### src/rtl/bit_serializer_if.sv
// Handshake and serial-output bundle between a parallel word source and bit_serializer.
// The master drives load/din/en; the slave (the serializer) drives the registered outputs.
interface bit_serializer_if #(
  parameter int WIDTH = 8
) ();
  localparam int CNT_W = $clog2(WIDTH + 1);

  logic             load;
  logic [WIDTH-1:0] din;
  logic             en;
  logic             ready;
  logic             x;
  logic             x_valid;
  logic             done;
  logic [CNT_W-1:0] bit_cnt;

  modport master (
    output load, din, en,
    input  ready, x, x_valid, done, bit_cnt
  );

  modport slave (
    input  load, din, en,
    output ready, x, x_valid, done, bit_cnt
  );
endinterface

### src/rtl/bit_serializer.sv
// Parallel-in, serial-out frame generator feeding the sequence detector.
// Every output is a flop, so the detector input never sees a combinational glitch.
module bit_serializer #(
  parameter int WIDTH     = 8,
  parameter bit MSB_FIRST = 1'b1
) (
  input  logic             clk,
  input  logic             reset,
  bit_serializer_if.slave  bus
);
  localparam int                CNT_W = $clog2(WIDTH + 1);
  localparam logic [CNT_W-1:0] LAST  = CNT_W'(WIDTH - 1);
  localparam logic [CNT_W-1:0] FULL  = CNT_W'(WIDTH);

  typedef enum logic [1:0] {
    IDLE,
    SHIFT,
    DONE
  } state_e;

  state_e           state_q, state_d;
  logic [WIDTH-1:0] shreg_q, shreg_d;
  logic [CNT_W-1:0] bit_cnt_q, bit_cnt_d;
  logic             x_q, x_d;
  logic             x_valid_q, x_valid_d;
  logic             done_q, done_d;
  logic             ready_q, ready_d;

  // The head bit always sits at the end selected by MSB_FIRST; shifting moves the next one there.
  function automatic logic head_bit(input logic [WIDTH-1:0] v);
    return MSB_FIRST ? v[WIDTH-1] : v[0];
  endfunction

  function automatic logic [WIDTH-1:0] advance(input logic [WIDTH-1:0] v);
    return MSB_FIRST ? (v << 1) : (v >> 1);
  endfunction

  always_comb begin
    // NOTE: every _d starts from its _q so no path through the case can infer a latch.
    state_d   = state_q;
    shreg_d   = shreg_q;
    bit_cnt_d = bit_cnt_q;
    x_d       = x_q;
    x_valid_d = x_valid_q;
    done_d    = done_q;
    ready_d   = ready_q;

    unique case (state_q)
      IDLE: begin
        if (bus.load) begin
          state_d   = SHIFT;
          shreg_d   = bus.din;
          x_d       = head_bit(bus.din);
          x_valid_d = 1'b1;
          bit_cnt_d = '0;
          done_d    = 1'b0;
          ready_d   = 1'b0;
        end
      end

      SHIFT: begin
        // en=0 leaves every _d at its _q, freezing the frame in place.
        if (bus.en) begin
          if (bit_cnt_q == LAST) begin
            state_d   = DONE;
            x_d       = 1'b0;
            x_valid_d = 1'b0;
            done_d    = 1'b1;
            bit_cnt_d = FULL;
          end else begin
            shreg_d   = advance(shreg_q);
            x_d       = head_bit(advance(shreg_q));
            bit_cnt_d = bit_cnt_q + 1'b1;
          end
        end
      end

      DONE: begin
        state_d   = IDLE;
        done_d    = 1'b0;
        ready_d   = 1'b1;
        bit_cnt_d = '0;
        shreg_d   = '0;
      end

      default: begin
        state_d   = IDLE;
        shreg_d   = '0;
        bit_cnt_d = '0;
        x_d       = 1'b0;
        x_valid_d = 1'b0;
        done_d    = 1'b0;
        ready_d   = 1'b1;
      end
    endcase
  end

  // Reset also clears the shift register so an aborted frame leaves no residue.
  always_ff @(posedge clk or posedge reset) begin
    if (reset) begin
      state_q   <= IDLE;
      shreg_q   <= '0;
      bit_cnt_q <= '0;
      x_q       <= 1'b0;
      x_valid_q <= 1'b0;
      done_q    <= 1'b0;
      ready_q   <= 1'b1;
    end else begin
      // NOTE: non-blocking assignments so all flops update together from pre-edge values.
      state_q   <= state_d;
      shreg_q   <= shreg_d;
      bit_cnt_q <= bit_cnt_d;
      x_q       <= x_d;
      x_valid_q <= x_valid_d;
      done_q    <= done_d;
      ready_q   <= ready_d;
    end
  end

  assign bus.ready   = ready_q;
  assign bus.x       = x_q;
  assign bus.x_valid = x_valid_q;
  assign bus.done    = done_q;
  assign bus.bit_cnt = bit_cnt_q;
endmodule

### src/flat_wrapper.sv
// flat-port wrapper written by rule: the top's interface ports become plain ports
module bit_serializer_flat 
#(
  parameter int WIDTH     = 8,
  parameter bit MSB_FIRST = 1'b1
)
  (clk, reset, bus_load, bus_din, bus_en, bus_ready, bus_x, bus_x_valid, bus_done, bus_bit_cnt);
  bit_serializer_if #(.WIDTH(WIDTH)) bus_i ();
  input  logic clk;
  input  logic reset;
  input wire logic [$bits(bus_i.load)-1:0] bus_load;
  input wire logic [$bits(bus_i.din)-1:0] bus_din;
  input wire logic [$bits(bus_i.en)-1:0] bus_en;
  output wire logic [$bits(bus_i.ready)-1:0] bus_ready;
  output wire logic [$bits(bus_i.x)-1:0] bus_x;
  output wire logic [$bits(bus_i.x_valid)-1:0] bus_x_valid;
  output wire logic [$bits(bus_i.done)-1:0] bus_done;
  output wire logic [$bits(bus_i.bit_cnt)-1:0] bus_bit_cnt;
  assign bus_i.load = bus_load;
  assign bus_i.din = bus_din;
  assign bus_i.en = bus_en;
  assign bus_ready = bus_i.ready;
  assign bus_x = bus_i.x;
  assign bus_x_valid = bus_i.x_valid;
  assign bus_done = bus_i.done;
  assign bus_bit_cnt = bus_i.bit_cnt;
  bit_serializer #(.WIDTH(WIDTH), .MSB_FIRST(MSB_FIRST)) u_core (.clk(clk), .reset(reset), .bus(bus_i));
endmodule
### config.mk
export PLATFORM = sky130hd
export DESIGN_NAME = bit_serializer_flat
export DESIGN_NICKNAME = d
export VERILOG_FILES = /design/src/rtl/bit_serializer_if.sv /design/src/rtl/bit_serializer.sv /design/src/flat_wrapper.sv
export SDC_FILE = /design/constraint.sdc
export NUM_CORES = 1
export LEC_CHECK = 0
export BUFFER_PORTS_ARGS = -buffer_cell sky130_fd_sc_hd__buf_2
export CORE_MARGIN = 4
export CORE_UTILIZATION = 46
export CTS_BUF_LIST = sky130_fd_sc_hd__clkbuf_8
export DETAILED_ROUTE_END_ITERATION = 10
export PLACE_DENSITY = 0.67
export SLEW_MARGIN = 20
export SYNTH_ARGS = -nofsm -noshare
export SYNTH_HDL_FRONTEND = slang
export SYNTH_SLANG_ARGS = --single-unit
### constraint.sdc
create_clock -name clk -period 1.8 [get_ports clk]
set_clock_uncertainty 0.1 [all_clocks]
set_input_delay 0.27 -clock clk [delete_from_list [all_inputs] [get_ports clk]]
set_output_delay 0.27 -clock clk [all_outputs]
set_load 0.01 [all_outputs]
# ---- Word-level counts from Yosys, hierarchy flattened
# Index checks and enable logic that the tools add are counted.
dict set report classes {
  add_sub_neg 1
  eq_ne 7
  mux 25
  n_bitwise 2
  reduce_logical 7
}
# operator n
set op_table {}
lappend op_table {{2-to-1 mux 7 bit} 3}
lappend op_table {{one-hot mux 7 bit (2 select lines)} 1}
lappend op_table {{2-to-1 mux 4 bit} 3}
lappend op_table {{2-to-1 mux 1 bit} 9}
lappend op_table {{AND reduction 3 bit} 3}
lappend op_table {{one-hot mux 4 bit (2 select lines)} 1}
lappend op_table {{2-to-1 mux 2 bit} 3}
lappend op_table {{!= test 2 bit, second input constant} 3}
lappend op_table {{one-hot mux 1 bit (3 select lines)} 2}
lappend op_table {{adder 4 x 1 -> 4 bit, second input constant} 1}
lappend op_table {{equality test 4 x 3 -> 1 bit, second input constant} 1}
lappend op_table {{one-hot mux 1 bit (2 select lines)} 2}
lappend op_table {{one-hot mux 2 bit (2 select lines)} 1}
lappend op_table {{AND reduction 2 bit} 2}
lappend op_table {{AND reduction 4 bit} 1}
lappend op_table {{equality test 2 x 1 -> 1 bit, second input constant} 1}
lappend op_table {{equality test 2 bit, second input constant} 1}
lappend op_table {{zero test 2 bit} 1}
lappend op_table {{!= test 2 x 1 -> 1 bit, second input constant} 1}
lappend op_table {{NOT 1 bit} 2}
dict set report word_totals {
  register_bits 17
  in_bits 12
  word_cells 49
}

# ---- Depth between registers and ports, before layout
# Gate-level depths: netlist (run 1).
dict set report depth {
  ltp_word 4
  mapped_depth 5
}

# ---- Least setup slack after synthesis (run 1)
# OpenSTA, ideal clock, no wires.
dict set report synth_path {
  kind {register to register}
  start {reg u_core.state_q[1]}
  end {reg u_core.shreg_q[1]}
  setup_ns 0.125
  arrival_time_ns 1.384
  required_time_ns 1.575
  setup_slack_ns 0.191
  stages_incl_launch_ff 6
  n_path_buf 2
  period_less_slack_ns 1.609
  cell_sequence {dfrtp_1 -> clkbuf_1 -> nand2b_1 -> o32a_1 -> buf_6 -> mux2_4}
}
dict set report synth_between {
  elab_chain_len 3
}
# item line_no
set synth_lines {}
lappend synth_lines {{start, declared} bit_serializer.sv:21} ;# state_e state_q, state_d;
lappend synth_lines {{start signal, assigned} bit_serializer.sv:110} ;# state_q <= state_d;
lappend synth_lines {{equality test 2 x 1 -> 1 bit or zero test 2 bit (tied branches)} bit_serializer.sv:48} ;# unique case (state_q)
lappend synth_lines {{!= test 2 bit (no line)} --}
lappend synth_lines {{AND reduction 3 bit (no line)} --}
lappend synth_lines {{end signal, assigned} bit_serializer.sv:111} ;# shreg_q <= shreg_d;
lappend synth_lines {{end, declared} bit_serializer.sv:22} ;# logic [WIDTH-1:0] shreg_q, shreg_d;
# Parallel ways exist; a longest one is shown, timed or not.
# A chain may end at the register's enable or synchronous reset.

# ---- Final worst setup path (run 1)
dict set report layout_path {
  start {reg u_core.bit_cnt_q[0], in the netlist u_core.bus.bit_cnt[0]}
  end {reg u_core.shreg_q[1]}
}
dict set report layout_between {
  elab_chain_len 3
}
# item line_no
set layout_lines {}
lappend layout_lines {{start, declared} bit_serializer.sv:23} ;# logic [CNT_W-1:0] bit_cnt_q, bit_cnt_d;
lappend layout_lines {{start signal, assigned} bit_serializer.sv:112} ;# bit_cnt_q <= bit_cnt_d;
lappend layout_lines {{equality test 4 x 3 -> 1 bit} bit_serializer.sv:64} ;# if (bit_cnt_q == LAST) begin
lappend layout_lines {{!= test 2 bit (no line)} --}
lappend layout_lines {{AND reduction 3 bit (no line)} --}
# No other way between the ends.

==> results of run 1 <==
## cell families after synthesis
| group | Yosys count | synth area share [%] |
|---|---|---|
| simple gates | 30 | 20.0 |
| flops | 16 | 44.3 |
| compound gates | 14 | 9.81 |
| mux | 14 | 18.9 |
| buf+inv | 9 | 5.52 |
| fa+ha+maj | 1 | 1.38 |
## stage by stage
stage	utilization, %	power (mW)	instance area [um^2]
final	60.5	1.68	1090
after detailed placement	57.4	1.42	1030
after global placement	57.4	1.40	1030
after floorplan	-	1.22	906
after CTS	60.5	1.70	1090
after global routing	60.5	1.81	1090
## final cells by class
type,instances,share of cell area [%]
tap,25,2.87
multi-input combinational,59,41.7
clock inverter,1,0.344
timing repair buffer,25,13.1
clock buffer,3,3.79
inverter,4,1.38
sequential,16,36.9
## power groups by stage
stage | Clock [mW] | Sequential (mW) | Combinational, mW
detailed placement | 0 | 0.633 | 0.785
floorplan | 0 | 0.646 | 0.578
finish | 0.269 | 0.630 | 0.779
global placement | 0 | 0.633 | 0.770
CTS | 0.278 | 0.629 | 0.789
global route | 0.295 | 0.650 | 0.865
## worst max path at each step
stage                          startpoint                 to  slack, ns
floorplan               u_core.state_q[1]  u_core.shreg_q[1]       0.19
global placement    u_core.bus.bit_cnt[0]  u_core.shreg_q[5]       0.16
detailed placement  u_core.bus.bit_cnt[0]  u_core.shreg_q[6]       0.13
CTS                 u_core.bus.bit_cnt[1]  u_core.shreg_q[4]       0.11
global route        u_core.bus.bit_cnt[1]  u_core.shreg_q[3]      0.003
finish              u_core.bus.bit_cnt[0]  u_core.shreg_q[1]       0.11
## metal layers
metal | vias up | GRT usage, %
li1 | 343 | -
met1 | 319 | 19.9
met2 | 12 | 21.7
met3 | 4 | 5.41
met4 | 0 | 7.66
met5 | - | 0
## flip-flops by register name, indices dropped and copies added, names as in the netlist
name,cells
u_core.bus.x_valid,1
u_core.bus.bit_cnt,4
u_core.state_q,2
u_core.shreg_q,7
u_core.bus.x,1
u_core.bus.ready,1
## timing repair
action,CTS,global route
resized for setup,0,0
endpoints found under the hold margin,10,0
hold buffers,1,0
## tightest hold or removal path, stage by stage
cell and delay (ns):
sky130_fd_sc_hd__buf_2 0.08, sky130_fd_sc_hd__nand3b_1 0.06, sky130_fd_sc_hd__o21ai_0 0.07
## cells in the final DEF (no fill, tap or decap)
master                          Yosys  routed
sky130_fd_sc_hd__a21oi_1            4       4
sky130_fd_sc_hd__a22oi_1            1       1
sky130_fd_sc_hd__a311oi_1           1       1
sky130_fd_sc_hd__a31oi_1            1       1
sky130_fd_sc_hd__and2_4             1       1
sky130_fd_sc_hd__and3b_1            2       2
sky130_fd_sc_hd__buf_2              1      19
sky130_fd_sc_hd__buf_4              0       5
sky130_fd_sc_hd__clkbuf_8           0       3
sky130_fd_sc_hd__dfrtp_1           15      15
sky130_fd_sc_hd__dfstp_2            1       1
sky130_fd_sc_hd__dlygate4sd3_1      0       1
sky130_fd_sc_hd__ha_1               1       1
sky130_fd_sc_hd__inv_1              4       5
sky130_fd_sc_hd__mux2_2             1       1
sky130_fd_sc_hd__mux2_4             6       6
sky130_fd_sc_hd__mux2i_1            7       7
sky130_fd_sc_hd__nand2_1            1       1
sky130_fd_sc_hd__nand2b_1           3       3
sky130_fd_sc_hd__nand3_1            2       2
sky130_fd_sc_hd__nand3b_1           5       5
sky130_fd_sc_hd__nand4b_1           2       2
sky130_fd_sc_hd__nand4bb_1          1       1
sky130_fd_sc_hd__nor2_1            10      10
sky130_fd_sc_hd__nor2b_1            3       3
sky130_fd_sc_hd__o211ai_1           1       1
sky130_fd_sc_hd__o21ai_0            3       3
sky130_fd_sc_hd__o21bai_1           1       1
sky130_fd_sc_hd__o22ai_1            1       1
sky130_fd_sc_hd__o32a_1             1       1
==> summary.md, run 1 <==
| Metric | Value |
|---|---|
| Run status | `completed` |
| Max frequency | `593 MHz` |
| First-pass GRT wire length | `2.93 mm` |
| Slew Limit Headroom | `60.5%` |
| Launching element type of the critical path | `flip-flop` |
| Combined area of the multi-input logic cells | `454 um^2` |
| Slowest CP cell | `sky130_fd_sc_hd__dfrtp_1` |
| Count of unique library cells instantiated by Yosys | `29` |
| Top post-synthesis cells by count | `sky130_fd_sc_hd__dfrtp_1 (15), sky130_fd_sc_hd__nor2_1 (10), sky130_fd_sc_hd__mux2i_1 (7)` |
| CP Buf/Inv Count | `1` |
| Worst hold path cell count | `3` |
| Slew Limit Fails | `0` |
| Ordered list of cells on the worst path | `ha_1 -> nand3b_1 -> o32a_1 -> buf_4 -> mux2_4` |
| Number of logic stages on the critical path including buffering | `5` |
| Clock transition at the register clock pins on the worst setup and hold paths after CTS | `0.06 ns` |
| Count of unresolved DRC violations after routing | `0` |
| Final wirelength | `1.75 mm` |
| Prevailing post-synth register cell | `sky130_fd_sc_hd__dfrtp_1` |
| Detail Placement HPWL | `1.27 mm` |
| Number of cells on the worst reg-to-reg path | `5` |
| Most frequent cell after synthesis | `sky130_fd_sc_hd__dfrtp_1` |
| Combinational share of power | `46.4%` |
| Number of hold violations in the final report | `0` |
| Core Area | `1800 um^2` |
| Fraction of registers with async set/reset | `100%` |
| Max_cap viols | `0` |
| Number of rows in the core area | `15` |
| Post CTS Setup Buffer Count | `0` |
| Arrival time of the worst setup path | `1.72 ns` |
| Number of antenna diodes | `0` |
| Peak ir drop on the vdd network | `0.883 mV` |
| Worst hold endpoint | `u_core.shreg_q[0]` |
| Number of storage elements in the synthesis netlist | `16` |
| Register area share after synthesis | `44.3%` |
| I/O Buffers | `19` |
| Number of H-tree branching levels | `1` |
| Total CTS buffers | `3` |
| Wire length the detailed router placed on met1 | `859 um` |
| Area leader, netlist | `sky130_fd_sc_hd__dfrtp_1` |
| Final TNS setup | `0 ns` |
| Horizontal die dimension | `52.4 um` |
| Gpl congestion | `0.799` |
| Drt via density | `5.10` |
| Setup slack on the worst flop-to-flop path | `0.11 ns` |
| Shortest period the worst path allows | `1.69 ns` |
| Worst hold slack | `0.168 ns` |
| Total net switching power | `572 uW` |
| Static leakage power | `0.564 nW` |
| Via count of the first global-routing pass | `637` |
| Highest signal layer in the routed design | `met4` |
| Sequential Area | `402 um^2` |
| Number of filler cells placed in the layout | `170` |
| Maximum number of pins on one net before global-route repair | `17` |
| Internal portion of total power | `1.11 mW` |
| RSZ-0062 raised after global routing | `no` |
| Area share of the largest cell type after synthesis | `41.4%` |
| DRC violation total after the first TritonRoute iteration | `3` |
| Amount of wire on met3 after detailed routing | `81 um` |
| Number of warnings printed during yosys synthesis | `0` |
| Worst Min Path Start | `bus_din[0]` |
| Required time of the critical path | `1.83 ns` |
| Crit Reg-Reg Endpoint | `u_core.shreg_q[1]` |
| Area growth from synthesis to final layout | `20.3%` |
| Endpoint class of the critical path | `flip-flop` |
| Starting density of the core | `50.3%` |
| Pre-CTS worst setup slack | `0.131 ns` |
| Leftover overflow at the end of global routing | `0` |
| Cell class contributing the biggest share of worst-path delay | `flip-flops` |
| Clock root cell | `sky130_fd_sc_hd__clkbuf_8` |
| Clock tree from TritonCTS | `done` |
| Post-DR wirelength/cell | `13.2 um` |
| Synthesized area | `906 um^2` |
| Number of enable flip-flop cells after synthesis | `0` |
| Post-Synthesis Cells | `84` |
| CTS Buffer Depth | `2` |
| Number of top-level design ports | `20` |
| Global-route usage over all layers | `15.1%` |
| Post-DRT Antenna Nets | `0` |
| Die Span Y | `52.4 um` |
| Start of the worst register-to-register path | `u_core.bus.bit_cnt[0]` |
| Slew at the pin with the worst max-slew slack | `0.592 ns` |
| Sink Count | `16` |
| Number of antenna violations at the first check in global routing | `0` |
| Post-synth net total | `97` |
| Total die area | `2740 um^2` |
| Largest fanout of any net on the critical path | `7` |
| Final cell count without fillers | `133` |
| First-pass iteration count of the detailed router | `2` |
| Peak per-stage delay on the critical path | `0.42 ns` |
| HP Class | `input pin to flip-flop` |
| Post-route setup slack | `0.112 ns` |
| Fraction of layout cells with a size suffix above 1 | `33.3%` |
| Final clock period utilization by the worst path | `93.8%` |
| Total length of routed met2 wires | `779 um` |
| NumNets Final | `122` |
| Syn Area/Cell | `10.8 um^2` |
| Crit Path Class | `flip-flop to flip-flop` |
| Main area contributors after synthesis | `sky130_fd_sc_hd__dfrtp_1 (41%), sky130_fd_sc_hd__mux2_4 (9.9%), sky130_fd_sc_hd__mux2i_1 (7.7%)` |
| Setup Viol. Count Final | `0` |
| Fraction of power spent switching nets | `34.1%` |
| Placed cell count | `128` |
| Via count of the routed design | `678` |
| Power per cell area | `1540 nW/um^2` |
| Part of the total power dissipated in the clock network | `16.0%` |
| Clock Latency Late Sink | `0.25 ns` |
| Flop pwr share | `37.6%` |
Note: power is estimated with default switching activity, not from simulation.
==> inputs of run 2 (changes only) <==
--- a/config.mk
+++ b/config.mk
@@ -7,10 +7,10 @@
 export LEC_CHECK = 0
 export BUFFER_PORTS_ARGS = -buffer_cell sky130_fd_sc_hd__buf_2
 export CORE_MARGIN = 4
-export CORE_UTILIZATION = 46
+export CORE_UTILIZATION = 55
 export CTS_BUF_LIST = sky130_fd_sc_hd__clkbuf_8
 export DETAILED_ROUTE_END_ITERATION = 10
-export PLACE_DENSITY = 0.67
+export PLACE_DENSITY = 0.79
 export SLEW_MARGIN = 20
 export SYNTH_ARGS = -nofsm -noshare
 export SYNTH_HDL_FRONTEND = slang
==> summary.md, run 2 (synthesized netlist as in run 1, its figures left out) <==
| Metric | Value |
|---|---|
| Most flop-heavy register | `u_core.shreg_q` |
| HP Class | `input pin to asynchronous set/reset pin` |
| Violations in the final reports | `hold timing` |
| Slew Limit Headroom | `60.6% (+0.12 points)` |
| Number of rows in the core area | `14 (-1)` |
| Final wirelength | `1.83 mm (+4.4%)` |
| CTS Buffer Depth | `2 (unchanged)` |
| Required time of the critical path | `1.83 ns (about the same)` |
| Drt via density | `5.72 (+12%)` |
| Detail Placement HPWL | `1.38 mm (+8.9%)` |
| Clock transition at the register clock pins on the worst setup and hold paths after CTS | `0.06 ns (about the same)` |
| Clock root cell | `sky130_fd_sc_hd__clkbuf_8` |
| Number of antenna diodes | `0 (unchanged)` |
| Number of filler cells placed in the layout | `120 (-29%)` |
| Setup Viol. Count Final | `0 (unchanged)` |
| Static leakage power | `0.570 nW (+1.0%)` |
| Ordered list of cells on the worst path | `ha_2 -> nand3b_1 -> o32a_1 -> buf_4 -> mux2_4` |
| NumNets Final | `123 (+0.82%)` |
| Gpl congestion | `0.735 (-8.0%)` |
| Clock tree from TritonCTS | `done` |
| Peak per-stage delay on the critical path | `0.43 ns (about the same)` |
| Core Area | `1520 um^2 (-15%)` |
| RSZ-0062 raised after global routing | `no` |
| Crit. Startpoint | `u_core.bus.bit_cnt[1]` |
| Final clock period utilization by the worst path | `94.3% (+0.53 points)` |
| Post-route setup slack | `0.103 ns (-0.00948 ns)` |
| Total CTS buffers | `3 (unchanged)` |
| Worst hold slack | `-0.0192 ns (-0.188 ns)` |
| Setup slack on the worst flop-to-flop path | `0.10 ns (about the same)` |
| Post-DR wirelength/cell | `14.6 um (+11%)` |
| Number of hold violations in the final report | `15 (+15)` |
| Count of unresolved DRC violations after routing | `0 (unchanged)` |
| Largest fanout of any net on the critical path | `7 (unchanged)` |
| Leftover overflow at the end of global routing | `0 (unchanged)` |
| Pre-CTS worst setup slack | `0.112 ns (-0.0195 ns)` |
| Start of the worst register-to-register path | `u_core.bus.bit_cnt[1]` |
| Power per cell area | `1590 nW/um^2 (+3.0%)` |
| Area growth from synthesis to final layout | `21.0%` |
| Post-DRT Antenna Nets | `0 (unchanged)` |
| Post CTS Setup Buffer Count | `0 (unchanged)` |
| Starting density of the core | `59.4% (+9.2 points)` |
| First-pass iteration count of the detailed router | `4 (+2)` |
| Global-route usage over all layers | `16.9% (+1.8 points)` |
| Combined area of the multi-input logic cells | `457 um^2 (+0.55%)` |
| Via count of the routed design | `715 (+5.5%)` |
| DRC violation total after the first TritonRoute iteration | `20 (+17)` |
| Commonest non-fill, non-tap cell in the layout | `sky130_fd_sc_hd__buf_2` |
| Number of logic stages on the critical path including buffering | `5 (unchanged)` |
| CP Buf/Inv Count | `1 (unchanged)` |
| Die Span Y | `48.6 um (-7.2%)` |
| Slowest CP cell | `sky130_fd_sc_hd__dfrtp_1` |
| Number of cells on the worst reg-to-reg path | `5 (unchanged)` |
| Total design power | `1.74 mW (+3.6%)` |
| Crit Path Class | `flip-flop to flip-flop` |
| Horizontal die dimension | `48.6 um (-7.2%)` |
| Max_cap viols | `0 (unchanged)` |
| Via count of the first global-routing pass | `750 (+18%)` |
| Sequential Area | `402 um^2 (unchanged)` |
| Total die area | `2360 um^2 (-14%)` |
| Final core utilization | `71.9% (+11 points)` |
| Slew at the pin with the worst max-slew slack | `0.591 ns (-0.00180 ns)` |
| Flip-flop count of the largest register, all copies and words added | `7 (unchanged)` |
| Endpoint class of the critical path | `flip-flop` |
| Clock Latency Late Sink | `0.24 ns (about the same)` |
| I/O Buffers | `19 (unchanged)` |
| Fraction of layout cells with a size suffix above 1 | `36.7% (+3.4 points)` |
| Number of H-tree branching levels | `1 (unchanged)` |
| Cell class contributing the biggest share of worst-path delay | `flip-flops` |
| Peak ir drop on the vdd network | `1.01 mV (+14%)` |
| Final TNS setup | `0 ns (unchanged)` |
| Slew Limit Fails | `0 (unchanged)` |
| First-pass GRT wire length | `3.21 mm (+9.4%)` |
| Sink Count | `16 (unchanged)` |
| Run status | `complete, but fails checks` |
| Maximum number of pins on one net before global-route repair | `17 (unchanged)` |
| Number of top-level design ports | `20 (unchanged)` |
| Launching element type of the critical path | `flip-flop` |
| Arrival time of the worst setup path | `1.73 ns (about the same)` |
| Number of antenna violations at the first check in global routing | `0 (unchanged)` |
| Commonest non-fill, non-tap cells in the layout | `sky130_fd_sc_hd__buf_2 (19), sky130_fd_sc_hd__dfrtp_1 (15), sky130_fd_sc_hd__nor2_1 (10)` |
| Hold bufs inserted after CTS | `0 (-1)` |
| Shortest period the worst path allows | `1.70 ns (+0.00948 ns)` |
| Crit Reg-Reg Endpoint | `u_core.shreg_q[2]` |
| Max frequency | `589 MHz (-0.56%)` |
-- run 2: worst reg2reg max path, delay by kind of cell, from the launching register on --
kind / cells / cell delay [ns]
fa+ha+maj: 1 / 0.25
compound gates: 1 / 0.19
mux: 1 / 0.30
buf+inv: 1 / 0.18
simple gates: 1 / 0.15
flops: 1 / 0.43
-- run 2: area by class of cell --
| cell class | count | share of cell area, % |
|---|---|---|
| clock buffer | 4 | 5.02 |
| sequential | 16 | 36.6 |
| tap | 16 | 1.83 |
| inverter | 4 | 1.37 |
| timing repair buffer | 26 | 13.5 |
| multi-input combinational | 59 | 41.7 |
-- run 2: worst max path at each step --
stage	end	slack (ns)
floorplan	u_core.shreg_q[1]	0.19
global placement	u_core.shreg_q[4]	0.17
detailed placement	u_core.shreg_q[5]	0.11
CTS	u_core.shreg_q[2]	0.1
global route	u_core.shreg_q[6]	0.02
finish	u_core.shreg_q[2]	0.10
-- run 2: metrics by stage --
step | instance area [um^2] | std cells
6_report | 1100 | 125
5_1_grt | 1100 | 125
4_1_cts | 1090 | 125
3_5_place_dp | 1040 | 121
3_3_place_gp | 1040 | 121
2_1_floorplan | 906 | 84
-- run 2: timing repair --
| action | in CTS | in global routing |
|---|---|---|
| endpoints found under the setup margin | 0 | 5 |
| resized for setup | 0 | 1 |
| hold endpoints to repair | 0 | 0 |
-- run 2: power by group --
group | switching [mW] | total [mW] | leakage, nW | internal, mW
sequential | 0.111 | 0.627 | 0.194 | 0.516
clock | 0.119 | 0.313 | 0.0288 | 0.194
combinational | 0.356 | 0.799 | 0.347 | 0.443
total | 0.586 | 1.74 | 0.570 | 1.15
-- run 2: metal layers --
metal	routed length [um]	global-route usage, %
met1	824	21.0
met2	882	27.6
met3	87	3.68
met4	34	8.07
met5	0	0
